### src/rtl/ball_locator_if.sv
// Pixel-in / ball-result bundle between the detection stage and the locator.
// The detection stage (or a bench) drives the _i signals, the locator drives the _o signals.
interface ball_locator_if #(
    parameter int CNT_W = 20
);
    logic             enable_i;
    logic             pix_valid_i;
    logic [7:0]       r_i;
    logic [7:0]       g_i;
    logic [7:0]       b_i;
    logic [12:0]      h_cnt_i;
    logic [12:0]      v_cnt_i;
    logic [12:0]      ball_x_o;
    logic [12:0]      ball_y_o;
    logic             ball_found_o;
    logic [CNT_W-1:0] pixel_count_o;
    logic             ball_valid_o;
    logic             frame_err_o;

    modport master (
        output enable_i, pix_valid_i, r_i, g_i, b_i, h_cnt_i, v_cnt_i,
        input  ball_x_o, ball_y_o, ball_found_o, pixel_count_o, ball_valid_o, frame_err_o
    );

    modport slave (
        input  enable_i, pix_valid_i, r_i, g_i, b_i, h_cnt_i, v_cnt_i,
        output ball_x_o, ball_y_o, ball_found_o, pixel_count_o, ball_valid_o, frame_err_o
    );
endinterface

### src/rtl/ball_locator.sv
// Ball locator: accumulates a bounding box and a count of marker-coloured
// pixels over each active frame and publishes the box centre at end of frame.
module ball_locator #(
    parameter int H_ACTIVE   = 640,
    parameter int V_ACTIVE   = 480,
    parameter int MARK_R     = 255,
    parameter int MARK_G     = 0,
    parameter int MARK_B     = 0,
    parameter int MIN_PIXELS = 16,
    parameter int CNT_W      = 20
) (
    input  logic          clk,
    input  logic          rst,
    ball_locator_if.slave bus
);
    localparam logic [12:0]      H_LIM   = 13'(H_ACTIVE);
    localparam logic [12:0]      V_LIM   = 13'(V_ACTIVE);
    localparam logic [12:0]      H_LAST  = 13'(H_ACTIVE - 1);
    localparam logic [12:0]      V_LAST  = 13'(V_ACTIVE - 1);
    localparam logic [7:0]       MR      = 8'(MARK_R);
    localparam logic [7:0]       MG      = 8'(MARK_G);
    localparam logic [7:0]       MB      = 8'(MARK_B);
    localparam logic [CNT_W-1:0] MIN_CNT = CNT_W'(MIN_PIXELS);
    localparam logic [CNT_W-1:0] CNT_MAX = {CNT_W{1'b1}};

    typedef enum logic [1:0] {
        WAIT_SOF = 2'd0,
        ACCUM    = 2'd1,
        UPDATE   = 2'd2
    } state_t;

    state_t state_q, state_d;

    // Pixel classification
    logic accept, marked, sof, eof;
    // FSM control towards the datapath
    logic clr, fold, do_update;

    // Per-axis accumulators: index 0 is column (H), index 1 is row (V)
    logic [12:0] coord [2];
    logic [12:0] min_q [2];
    logic [12:0] min_d [2];
    logic [12:0] max_q [2];
    logic [12:0] max_d [2];
    logic [CNT_W-1:0] count_q, count_d;

    // Published results
    logic [12:0]      ball_x_q, ball_x_d;
    logic [12:0]      ball_y_q, ball_y_d;
    logic             found_q, found_d;
    logic [CNT_W-1:0] pix_cnt_q, pix_cnt_d;
    logic             valid_q, valid_d;
    logic             err_q, err_d;

    assign coord[0] = bus.h_cnt_i;
    assign coord[1] = bus.v_cnt_i;

    // Decode whether the current pixel counts, is marker-coloured, or frames the image
    always_comb begin
        accept = bus.pix_valid_i && bus.enable_i && (bus.h_cnt_i < H_LIM) && (bus.v_cnt_i < V_LIM);
        marked = (bus.r_i == MR) && (bus.g_i == MG) && (bus.b_i == MB);
        sof    = accept && (bus.h_cnt_i == 13'd0) && (bus.v_cnt_i == 13'd0);
        eof    = accept && (bus.h_cnt_i == H_LAST) && (bus.v_cnt_i == V_LAST);
    end

    // FSM state register
    always_ff @(posedge clk or posedge rst) begin
        if (rst) begin
            state_q <= WAIT_SOF;
        end else begin
            state_q <= state_d;
        end
    end

    // FSM next state and datapath control; disable always abandons the frame silently
    always_comb begin
        state_d   = state_q;
        clr       = 1'b0;
        fold      = 1'b0;
        do_update = 1'b0;
        err_d     = 1'b0;
        if (!bus.enable_i) begin
            state_d = WAIT_SOF;
        end else begin
            case (state_q)
                WAIT_SOF: begin
                    if (sof) begin
                        clr     = 1'b1;
                        fold    = marked;
                        state_d = eof ? UPDATE : ACCUM;
                    end
                end
                ACCUM: begin
                    if (sof) begin
                        // A new frame started before the old one ended: restart,
                        // unless this pixel also closes the frame (1x1 image).
                        clr  = 1'b1;
                        fold = marked;
                        if (eof) begin
                            state_d = UPDATE;
                        end else begin
                            err_d = 1'b1;
                        end
                    end else if (accept) begin
                        fold = marked;
                        if (eof) begin
                            state_d = UPDATE;
                        end
                    end
                end
                UPDATE: begin
                    do_update = 1'b1;
                    state_d   = WAIT_SOF;
                end
                default: begin
                    state_d = WAIT_SOF;
                end
            endcase
        end
    end

    genvar gi;
    generate
        for (gi = 0; gi < 2; gi++) begin : g_axis
            logic [12:0] min_base, max_base;

            // Bounding-box extent for one axis: restart on clear, widen on marked pixels
            always_comb begin
                min_base  = clr ? 13'h1FFF : min_q[gi];
                max_base  = clr ? 13'h0000 : max_q[gi];
                min_d[gi] = (fold && (coord[gi] < min_base)) ? coord[gi] : min_base;
                max_d[gi] = (fold && (coord[gi] > max_base)) ? coord[gi] : max_base;
            end

            // Bounding-box registers for one axis
            always_ff @(posedge clk or posedge rst) begin
                if (rst) begin
                    min_q[gi] <= 13'h1FFF;
                    max_q[gi] <= 13'h0000;
                end else begin
                    min_q[gi] <= min_d[gi];
                    max_q[gi] <= max_d[gi];
                end
            end
        end
    endgenerate

    // Marked-pixel counter, saturating so a huge blob never wraps to a small count
    always_comb begin
        logic [CNT_W-1:0] cnt_base;
        cnt_base = clr ? '0 : count_q;
        count_d  = (fold && (cnt_base != CNT_MAX)) ? cnt_base + 1'b1 : cnt_base;
    end

    // Result computation: centre only moves when the frame actually held a ball
    always_comb begin
        logic [13:0] sum_x, sum_y;
        sum_x     = {1'b0, min_q[0]} + {1'b0, max_q[0]};
        sum_y     = {1'b0, min_q[1]} + {1'b0, max_q[1]};
        ball_x_d  = ball_x_q;
        ball_y_d  = ball_y_q;
        found_d   = found_q;
        pix_cnt_d = pix_cnt_q;
        valid_d   = do_update;
        if (do_update) begin
            pix_cnt_d = count_q;
            found_d   = (count_q >= MIN_CNT);
            if (count_q >= MIN_CNT) begin
                ball_x_d = sum_x[13:1];
                ball_y_d = sum_y[13:1];
            end
        end
    end

    // Count and result registers
    always_ff @(posedge clk or posedge rst) begin
        if (rst) begin
            count_q   <= '0;
            ball_x_q  <= '0;
            ball_y_q  <= '0;
            found_q   <= 1'b0;
            pix_cnt_q <= '0;
            valid_q   <= 1'b0;
            err_q     <= 1'b0;
        end else begin
            count_q   <= count_d;
            ball_x_q  <= ball_x_d;
            ball_y_q  <= ball_y_d;
            found_q   <= found_d;
            pix_cnt_q <= pix_cnt_d;
            valid_q   <= valid_d;
            err_q     <= err_d;
        end
    end

    assign bus.ball_x_o      = ball_x_q;
    assign bus.ball_y_o      = ball_y_q;
    assign bus.ball_found_o  = found_q;
    assign bus.pixel_count_o = pix_cnt_q;
    assign bus.ball_valid_o  = valid_q;
    assign bus.frame_err_o   = err_q;
endmodule

### src/flat_wrapper.sv
// flat-port wrapper written by rule: the top's interface ports become plain ports
module ball_locator_flat 
#(
    parameter int H_ACTIVE   = 640,
    parameter int V_ACTIVE   = 480,
    parameter int MARK_R     = 255,
    parameter int MARK_G     = 0,
    parameter int MARK_B     = 0,
    parameter int MIN_PIXELS = 16,
    parameter int CNT_W      = 20
)
  (clk, rst, bus_enable_i, bus_pix_valid_i, bus_r_i, bus_g_i, bus_b_i, bus_h_cnt_i, bus_v_cnt_i, bus_ball_x_o, bus_ball_y_o, bus_ball_found_o, bus_pixel_count_o, bus_ball_valid_o, bus_frame_err_o);
  ball_locator_if #(.CNT_W(CNT_W)) bus_i ();
  input  logic clk;
  input  logic rst;
  input wire logic [$bits(bus_i.enable_i)-1:0] bus_enable_i;
  input wire logic [$bits(bus_i.pix_valid_i)-1:0] bus_pix_valid_i;
  input wire logic [$bits(bus_i.r_i)-1:0] bus_r_i;
  input wire logic [$bits(bus_i.g_i)-1:0] bus_g_i;
  input wire logic [$bits(bus_i.b_i)-1:0] bus_b_i;
  input wire logic [$bits(bus_i.h_cnt_i)-1:0] bus_h_cnt_i;
  input wire logic [$bits(bus_i.v_cnt_i)-1:0] bus_v_cnt_i;
  output wire logic [$bits(bus_i.ball_x_o)-1:0] bus_ball_x_o;
  output wire logic [$bits(bus_i.ball_y_o)-1:0] bus_ball_y_o;
  output wire logic [$bits(bus_i.ball_found_o)-1:0] bus_ball_found_o;
  output wire logic [$bits(bus_i.pixel_count_o)-1:0] bus_pixel_count_o;
  output wire logic [$bits(bus_i.ball_valid_o)-1:0] bus_ball_valid_o;
  output wire logic [$bits(bus_i.frame_err_o)-1:0] bus_frame_err_o;
  assign bus_i.enable_i = bus_enable_i;
  assign bus_i.pix_valid_i = bus_pix_valid_i;
  assign bus_i.r_i = bus_r_i;
  assign bus_i.g_i = bus_g_i;
  assign bus_i.b_i = bus_b_i;
  assign bus_i.h_cnt_i = bus_h_cnt_i;
  assign bus_i.v_cnt_i = bus_v_cnt_i;
  assign bus_ball_x_o = bus_i.ball_x_o;
  assign bus_ball_y_o = bus_i.ball_y_o;
  assign bus_ball_found_o = bus_i.ball_found_o;
  assign bus_pixel_count_o = bus_i.pixel_count_o;
  assign bus_ball_valid_o = bus_i.ball_valid_o;
  assign bus_frame_err_o = bus_i.frame_err_o;
  ball_locator #(.H_ACTIVE(H_ACTIVE), .V_ACTIVE(V_ACTIVE), .MARK_R(MARK_R), .MARK_G(MARK_G), .MARK_B(MARK_B), .MIN_PIXELS(MIN_PIXELS), .CNT_W(CNT_W)) u_core (.clk(clk), .rst(rst), .bus(bus_i));
endmodule
### config.mk
export PLATFORM = sky130hd
export DESIGN_NAME = ball_locator_flat
export DESIGN_NICKNAME = d
export VERILOG_FILES = /design/src/rtl/ball_locator_if.sv /design/src/rtl/ball_locator.sv /design/src/flat_wrapper.sv
export SDC_FILE = /design/constraint.sdc
export NUM_CORES = 1
export LEC_CHECK = 0
export CAP_MARGIN = 0
export CORE_ASPECT_RATIO = 0.6
export CORE_UTILIZATION = 56
export CTS_BUF_LIST = sky130_fd_sc_hd__clkbuf_8 sky130_fd_sc_hd__clkbuf_16
export DETAILED_ROUTE_END_ITERATION = 10
export HOLD_SLACK_MARGIN = 0.08
export PLACE_DENSITY = 0.81
export SLEW_MARGIN = 30
export SYNTH_ARGS = -nofsm -noshare
export SYNTH_HDL_FRONTEND = slang
export SYNTH_SLANG_ARGS = --single-unit
### constraint.sdc
create_clock -name clk -period 5.12 [get_ports clk]
set_clock_uncertainty 0.15 [all_clocks]
set_input_delay 1.024 -clock clk [delete_from_list [all_inputs] [get_ports clk]]
set_output_delay 1.024 -clock clk [all_outputs]
set_load 0.02 [all_outputs]
==> qor.txt <==
status = complete, no violations
fin nets = 1067
Total Routing Usage GR = 33.5%
post-CTS sizing = 0
sequential-to-total area share from yosys stat = 40.6%
Critical Path Source = bus_v_cnt_i[12]
CP required = 5.30 ns
Leak = 4.38 nW
number of global-route vias before repair = 6832
Syn Std Cell Area = 7670 µm²
fraction of registers with async set/reset = 100%
synthesized instance count = 819
crit end category = register
layout cell share with drive strength beyond 1 = 10.0%
drt pass-1 iters = 6
worst hold slack = 0.320 ns
Die Y = 92.6 µm
final wirelength = 22600 µm
Initial Util = 58.6%
Setup CP Type = in -> reg
critical-path cell list = clkdlybuf4s50_1 > nor4_1 > nand2_1 > a2111oi_4 > buf_4 > and2_1 > buf_4 > nor2_1 > ha_1 > nand4_1 > nor3_1 > nand4_1 > o2111ai_1 > buf_4 > mux2i_1
RePlAce Congestion = 0.953
Synth cell types = 65
first-pass GRT wire length = 36300 µm
largest cells by area after synthesis = dfrtp_1, ha_1, dfstp_2
crit-path most repeated cell = buf_4
ys flop type = dfrtp_1
RSZ-0062 raised after global routing = false
EDFF count, synth = 0
setup repair bufs after CTS = 0
syn_area_per_cell = 9.36 µm²
fillcell total = 930
Slowest-stage cell, CP = nor4_1
Clock Pin Slew Worst Setup and Hold Paths = 0.06 ns
CTS H-tree lvls = 4
worst-path fanout max = 14
Final period util = 90.6%
Worst-Margin Slew = 0.699 ns
yosys warns = 0
row cnt = 32
Antenna Nets Post-Route = 0
area share of the largest cell type after synthesis = 31.7%
crit start category = input pin
clock root cell = clkbuf_16
dominant cell type by area after synthesis = dfrtp_1
Final Slew Violations = 0
largest net degree at the start of global routing = 75
Final min period = 4.64 ns
Max IR drop VDD = 0.184 mV
commonest non-fill, non-tap cell in the layout = nand2_1
Hold Buf Count CTS = 0
IO Count = 103
grt ovf = 0
FF-to-FF Start = u_core.state_q[1]
DRC Markers = 0
CTS Buffer Depth = 2
max_cap viols = 0
Critical Path AT = 4.82 ns
cts bufs inserted = 17
CTS Sinks = 123
pwr/cell area = 249 nW/µm²
clock latency on the worst-skew pair = 0.41 ns
HPWL after DPL = 17000 µm
1st-iter DRT viols = 651
FMAX = 216 MHz
DR WL/cell = 20.2 µm
Post-Syn Nets = 950
synthesis-to-layout area growth = 24.9%
die area = 14200 µm²
number of port buffers = 102
final setup fails = 0
initial antenna violation count = 1
Vias = 6985
area of the multi-input gates = 4310 µm²
Vias/cell = 6.24
Hold Crit Start = u_core.bus.pixel_count_o[9]
CORE AREA = 13100 µm²
register bit total from synthesis = 123
final hold vios = 0
CP max stage delay = 0.53 ns
Die Wd = 153 µm
register area = 3110 µm²
hold crit path type = reg -> reg
setup TNS = 0 ns
Slew Limit Headroom = 53.0%
CTS tree = done
most frequent cells in the layout = nand2_1, clkdlybuf4s50_1, dfrtp_1
-- sequential cells by signal, indices dropped and copies added (netlist names) --
signal and count:
u_core.max_q 26, u_core.bus.ball_valid_o 1, u_core.state_q 2, u_core.bus.ball_y_o 13, u_core.bus.pixel_count_o 20, u_core.bus.ball_x_o 13, u_core.min_q 26, u_core.bus.ball_found_o 1
u_core.bus.frame_err_o 1, u_core.count_q 20
-- critical path: cells and delay by family --
family / cells / cell delay (ns)
compound gates: 2 / 0.50
mux: 1 / 0.23
simple gates: 7 / 1.55
fa+ha+maj: 1 / 0.33
buf+inv: 4 / 1.18
-- Yosys cell counts, drive strengths merged (21+ instances only) --
library cell / count
a21oi: 27
dfrtp: 97
dfstp: 26
ha: 75
inv: 33
mux2i: 35
nand2: 143
nand3: 27
nand4: 22
nor2: 48
nor2b: 22
nor3: 21
nor4: 21
o21ai: 33
-- logic make-up after synthesis --
group                      share of synthesized area [%]
AOI/OAI and AO/OA                                   13.1
xor gates and xnor gates                            2.40
adders and majority gates                           12.8
buffers and inverters                               3.25
DFF                                                 40.6
muxes                                               5.45
and+or+nand+nor                                     22.5
-- routing by layer --
layer  share of wire, %  global-route usage, %  up-vias
li1                   -                      -     3199
met1                 45                   47.2     3321
met2                 42                   49.3      431
met3                 12                   10.8       34
met4                1.2                   9.01        0
met5                  0                      0        -
-- layout make-up --
class,count,share of cell area [%]
tap,170,2.22
clock inverter,14,1.79
clock buffer,18,4.59
sequential,123,32.5
antenna,1,0.0261
multi-input combinational,636,45.0
timing repair buffer,125,12.6
inverter,33,1.32
-- final timing paths --
check | to | slack [ns] | depth (start not counted)
max in group asynchronous | u_core.min_q[0] | 3.04 | 3
min | u_core.bus.pixel_count_o[9] | 0.32 | 2
min reg2reg | u_core.bus.pixel_count_o[9] | 0.32 | 2
max reg2reg | u_core.min_q[14] | 1.61 | 14
min in group asynchronous | u_core.bus.ball_x_o[12] | 0.90 | 2
max | u_core.min_q[14] | 0.48 | 15
-- stage by stage --
stage | total power, mW | utilization [%] | instance area [µm²] | setup WS (ns) | std cells
floorplan | 1.05 | - | 7670 | 0.718 | 819
global placement | 1.14 | 68.5 | 8960 | 0.274 | 1087
detailed placement | 1.14 | 68.5 | 8960 | 0.163 | 1087
CTS | 2.39 | 73.1 | 9570 | 0.558 | 1119
global route | 2.45 | 73.1 | 9570 | 0.284 | 1119
finish | 2.38 | 73.1 | 9580 | 0.482 | 1120
-- power breakdown --
group | internal, mW | switching (mW) | total, mW
registers | 0.973 | 0.000000000306 | 0.973
clock network | 0.780 | 0.474 | 1.25
logic | 0.0709 | 0.0840 | 0.155
No activity file was read; power rests on OpenSTA's default activity.
